[src/rtl/dec_pkg.sv]
// Shared types and constants for the dec_scan_n decoder family.
//   dec_state_t : operating state (IDLE, DIRECT, SCAN)
//   MODE_DIRECT / MODE_SCAN : encodings of the MODE input
package dec_pkg;

    typedef enum logic [1:0] {
        IDLE   = 2'd0,
        DIRECT = 2'd1,
        SCAN   = 2'd2
    } dec_state_t;

    localparam logic MODE_DIRECT = 1'b0;
    localparam logic MODE_SCAN   = 1'b1;

endpackage

[src/rtl/onehot_dec.sv]
// Combinational N-to-2^N one-hot decoder restricted to the used channels.
//   idx : index to decode
//   oh  : one-hot result, all zero when idx >= CHANNELS
module onehot_dec #(
    parameter int unsigned N        = 2,
    parameter int unsigned CHANNELS = 2**N
) (
    input  logic [N-1:0]      idx,
    output logic [2**N-1:0]   oh
);

    always_comb begin
        oh = '0;
        // Only indices below CHANNELS can ever light a bit.
        for (int unsigned i = 0; i < CHANNELS; i++) begin
            if (idx == N'(i)) begin
                oh[i] = 1'b1;
            end
        end
    end

endmodule

[src/rtl/dec_scan_n.sv]
// Registered one-hot decoder with an autonomous scan mode for multiplexed
// display digits / channel selects.
//   CLK  : system clock, rising edge
//   RST  : asynchronous active-high reset
//   EN   : block enable, 0 forces D inactive
//   MODE : 0 = direct decode of A, 1 = internal prescaled scan
//   A    : direct-mode index
//   D    : registered one-hot output (inverted when ACTIVE_LOW=1)
//   SEL  : index currently shown on D
//   STEP : one-cycle pulse when a new scan index first appears on D
module dec_scan_n
    import dec_pkg::*;
#(
    parameter int unsigned N          = 2,
    parameter int unsigned CHANNELS   = 2**N,
    parameter int unsigned PRESCALE   = 4,
    parameter bit          ACTIVE_LOW = 1'b0
) (
    input  logic            CLK,
    input  logic            RST,
    input  logic            EN,
    input  logic            MODE,
    input  logic [N-1:0]    A,
    output logic [2**N-1:0] D,
    output logic            STEP,
    output logic [N-1:0]    SEL
);

    localparam int unsigned W  = 2**N;
    localparam int unsigned PW = (PRESCALE > 1) ? $clog2(PRESCALE) : 1;

    localparam logic [PW-1:0] PRE_LAST = PW'(PRESCALE - 1);
    localparam logic [N-1:0]  SEL_LAST = N'(CHANNELS - 1);
    localparam logic [W-1:0]  D_OFF    = {W{ACTIVE_LOW}};

    dec_state_t    state_q, state_d;
    logic [N-1:0]  sel_q, sel_d;
    logic [PW-1:0] pre_q, pre_d;
    logic          step_q, step_d;
    logic [W-1:0]  d_q, d_d;
    logic [W-1:0]  dec_oh;

    always_comb begin
        state_d = IDLE;
        sel_d   = sel_q;
        pre_d   = '0;
        step_d  = 1'b0;
        if (EN) begin
            if (MODE == MODE_DIRECT) begin
                state_d = DIRECT;
                sel_d   = A;
            end else begin
                state_d = SCAN;
                if (state_q != SCAN) begin
                    // Entry marks step 0 immediately.
                    sel_d  = '0;
                    step_d = 1'b1;
                end else if (pre_q == PRE_LAST) begin
                    sel_d  = (sel_q == SEL_LAST) ? '0 : sel_q + 1'b1;
                    step_d = 1'b1;
                end else begin
                    pre_d = pre_q + 1'b1;
                end
            end
        end
    end

    // sel_d is the index that D must show after the edge in both DIRECT and
    // SCAN, so one decoder serves both datapaths.
    onehot_dec #(
        .N        (N),
        .CHANNELS (CHANNELS)
    ) u_dec (
        .idx (sel_d),
        .oh  (dec_oh)
    );

    always_comb begin
        d_d = D_OFF;
        if (state_d != IDLE) begin
            d_d = ACTIVE_LOW ? ~dec_oh : dec_oh;
        end
    end

    always_ff @(posedge CLK or posedge RST) begin
        if (RST) begin
            state_q <= IDLE;
            sel_q   <= '0;
            pre_q   <= '0;
            step_q  <= 1'b0;
            d_q     <= D_OFF;
        end else begin
            state_q <= state_d;
            sel_q   <= sel_d;
            pre_q   <= pre_d;
            step_q  <= step_d;
            d_q     <= d_d;
        end
    end

    assign D    = d_q;
    assign SEL  = sel_q;
    assign STEP = step_q;

endmodule
[config.mk]
export PLATFORM = sky130hd
export DESIGN_NAME = dec_scan_n
export DESIGN_NICKNAME = d
export VERILOG_FILES = /design/src/rtl/dec_pkg.sv /design/src/rtl/onehot_dec.sv /design/src/rtl/dec_scan_n.sv
export SDC_FILE = /design/constraint.sdc
export NUM_CORES = 1
export LEC_CHECK = 0
export BUFFER_PORTS_ARGS = -buffer_cell sky130_fd_sc_hd__buf_4
export CORE_AREA = 2 2 39 41
export DETAILED_ROUTE_END_ITERATION = 8
export DIE_AREA = 0 0 41 43
export HOLD_SLACK_MARGIN = 0.12
export PLACE_DENSITY = 0.58
export SYNTH_ARGS = -nofsm -noshare
export SYNTH_HDL_FRONTEND = slang
export SYNTH_SLANG_ARGS = --single-unit
[constraint.sdc]
create_clock -name CLK -period 1.8 [get_ports CLK]
set_input_delay 0.54 -clock CLK [delete_from_list [all_inputs] [get_ports CLK]]
set_output_delay 0.54 -clock CLK [all_outputs]
set_load 0.03 [all_outputs]
==> impl_metrics.py <==
metrics = {
    "outcome": {
        "outcome": "finished, final reports clean",
    },
    "clock_network": {
        "tritoncts": "built",
        "cts_buffer_depth": 2,
        "cts_resized": 0,
        "cts.sinks": 11,
        "clkTransAtPathRegs_ns": 0.07,
        "cts_root_buf": "clkbuf_4",
        "postCtsHoldBufs": 0,
        "worstSkewPairLatency_ns": 0.26,
        "cts_buffers": 3,
        "htree_levels": 1,
        "post_cts_buffers": 0,
    },
    "timing": {
        "finalSetupViolCount": 0,
        "rsz0062_at_grt": "false",
        "fin_ws_ns": 0.171,
        "tightest_slew_ns": 0.413,
        "slew-limit-headroom": 0.724,
        "hold_viol": 0,
        "final.setup_skew_ns": 0.00280,
        "max_freq_mhz": 614,
        "drv_slew": 0,
        "period_share": 0.905,
        "setup_tns_ns": 0,
        "post-route-min-period_ns": 1.63,
    },
    "synthesis": {
        "yosys_warnings": 0,
        "synth.most_common_cell": "dfrtp_1",
        "synth_top_area_frac": 0.554,
        "synth_fp_nets": 49,
        "ys_top_cells_by_area": "dfrtp_1 55%, ha_1 5.0%, a21boi_0 3.0%",
        "yosys.area.top_type": "dfrtp_1",
        "synth_seq_cells": 11,
        "avgSynthCellArea_sq_um": 12.1,
        "netlist_area_sq_um": 497,
        "syn_inst": 41,
        "synth_edf_count": 0,
        "synthTopCellsByCount": "11 x dfrtp_1, 4 x inv_1",
        "ys_types": 24,
        "async_flop_share": 1.00,
        "seq_area_frac_synth": 0.554,
        "dominantRegCellSynth": "dfrtp_1",
    },
    "setup_path": {
        "crit_fanout": 6,
        "worst_r2r_startpoint": "SEL[0]$_DFF_PP0_",
        "crit_path_start": "SEL[0]$_DFF_PP0_",
        "critPathTopFamily": "flip-flops",
        "cp_cell_sequence": "ha_1 > mux2_4 > a311o_1 > nor3_2",
        "worstSetupStartpointType": "register",
        "arrival_ns": 1.81,
        "slowest_stage": "dfrtp_1",
        "cp-end-kind": "register",
        "slowest_delay_ns": 0.44,
        "criticalPathCategory": "register to register",
        "crit_buf_inv": 0,
        "crit_required_ns": 1.98,
    },
    "drt": {
        "drc": 0,
        "drt_iter0_drc": 11,
        "vias": 377,
        "ant_nets": 0,
        "via_per_inst": 5.09,
        "post_drt_wl_per_cell_um": 12.9,
        "drt-total-wl_um": 955,
        "dr.pass1.iters": 4,
    },
    "power": {
        "power.internal_uw": 382,
        "swShare": 0.259,
        "p_leak_uw": 0.000327,
        "power.total_uw": 516,
        "ir_drop_mv": 0.403,
        "p_seq_frac": 0.518,
        "p_switching_uw": 134,
        "p_per_area_nw_per_um2": 806,
        "clock_power_share": 0.310,
        "pwr-share-comb": 0.172,
    },
    "global_routing": {
        "overflow": 0,
        "grt_use_total": 0.142,
        "antenna_found_initial": 0,
        "grt_first_pass_wirelength_um": 1640,
        "grt_start_max_net_pins": 12,
        "grt_pass1_vias": 391,
    },
    "floorplanning": {
        "core_sq_um": 1380,
        "ios": 13,
        "start_util": 0.359,
        "die_area_sq_um": 1760,
        "chipHeight_um": 43,
        "die_x_um": 41,
        "rows": 14,
    },
    "worst_hold_path": {
        "hold_path.class": "input pin to asynchronous set/reset pin",
    },
    "placed_design": {
        "io_buffers": 12,
        "post-place-ws_ns": 0.197,
        "gp_congestion": 0.816,
        "dp_hpwl_um": 727,
    },
    "finish": {
        "drive_gt1_frac": 0.345,
        "antenna_cells": 0,
        "nets": 67,
        "area_delta_synth_final_pct": 29.0,
    },
    "job": {
        "cap_violations": 0,
    },
}
final timing paths:
check / to / slack (ns) / depth (start not counted)
setup / recovery: D[0]$_DFF_PP0_ / 0.17 / 4
hold / removal: D[1]$_DFF_PP0_ / 0.27 / 2
setup reg to reg: D[0]$_DFF_PP0_ / 0.17 / 4
hold reg to reg: pre_q[0]$_DFF_PP0_ / 0.44 / 1
max in group asynchronous: STEP$_DFF_PP0_ / 1.24 / 2
min in group CLK: pre_q[0]$_DFF_PP0_ / 0.44 / 1
power groups by stage:
stage,logic [uW],clock network (uW),registers (uW)
floorplan,33.8,0,292
global placement,87.7,0,272
detailed placement,89.3,0,272
CTS,89.4,167,268
global route,96.7,188,270
finish,88.9,160,268
through the flow:
step,instance area (sq um),instances,util,hold WS (ns)
floorplan,497,41,-,0.392
global placement,614,70,0.444,0.434
detailed placement,614,70,0.444,0.437
CTS,641,74,0.463,0.281
global route,641,74,0.463,0.289
finish,641,74,0.463,0.270
state kept, by name, indices dropped and copies added, names as in the netlist:
| name | cells |
|---|---|
| D | 4 |
| SEL | 2 |
| state_q | 2 |
| pre_q | 2 |
| STEP | 1 |
area by class of cell:
type / instances / area (sq um)
Inverter: 4 / 15.0
Multi-Input combinational cell: 26 / 206
Timing Repair Buffer: 13 / 97.6
Fill cell: 142 / 743
Clock buffer: 4 / 26.3
Sequential cell: 11 / 275
Tap cell: 16 / 20.0
routing by layer:
layer  global-route usage  up-vias  share of wire
met5                    0        -              0
met4               0.0400        0              0
met3               0.0628        0           0.11
met2                0.209       22           0.47
met1                0.183      175           0.42
li1                     -      180              -
cells by family after synthesis:
family,after synthesis,synth area share
buffers and inverters,4,0.0302
DFF,11,0.554
AOI/OAI and AO/OA,10,0.139
adders and majority gates,2,0.0504
and+or+nand+nor,13,0.196
muxes,1,0.0302
cells in the final DEF (no fill, tap or decap):
cell / Yosys / routed
buf_4: 0 / 13
dfrtp_1: 11 / 11
inv_1: 4 / 4
clkbuf_4: 0 / 3
o21a_1: 2 / 2
and2_1: 2 / 2
a21boi_0: 2 / 2
ha_1: 2 / 2
mux2_4: 1 / 1
nor2b_1: 1 / 1
and2b_4: 1 / 1
a311o_1: 1 / 1
nor2_1: 1 / 1
nor3b_2: 1 / 1
and2b_1: 1 / 1
and4b_1: 1 / 1
nand3b_1: 1 / 1
o21ai_0: 1 / 1
nor3_2: 1 / 1
nor3b_1: 1 / 1
o21ai_1: 1 / 1
nand2_1: 1 / 1
a31oi_1: 1 / 1
nor4_1: 1 / 1
a21oi_1: 1 / 1
a211oi_1: 1 / 1
clkbuf_1: 0 / 1
(Power assumes the default switching activity.)
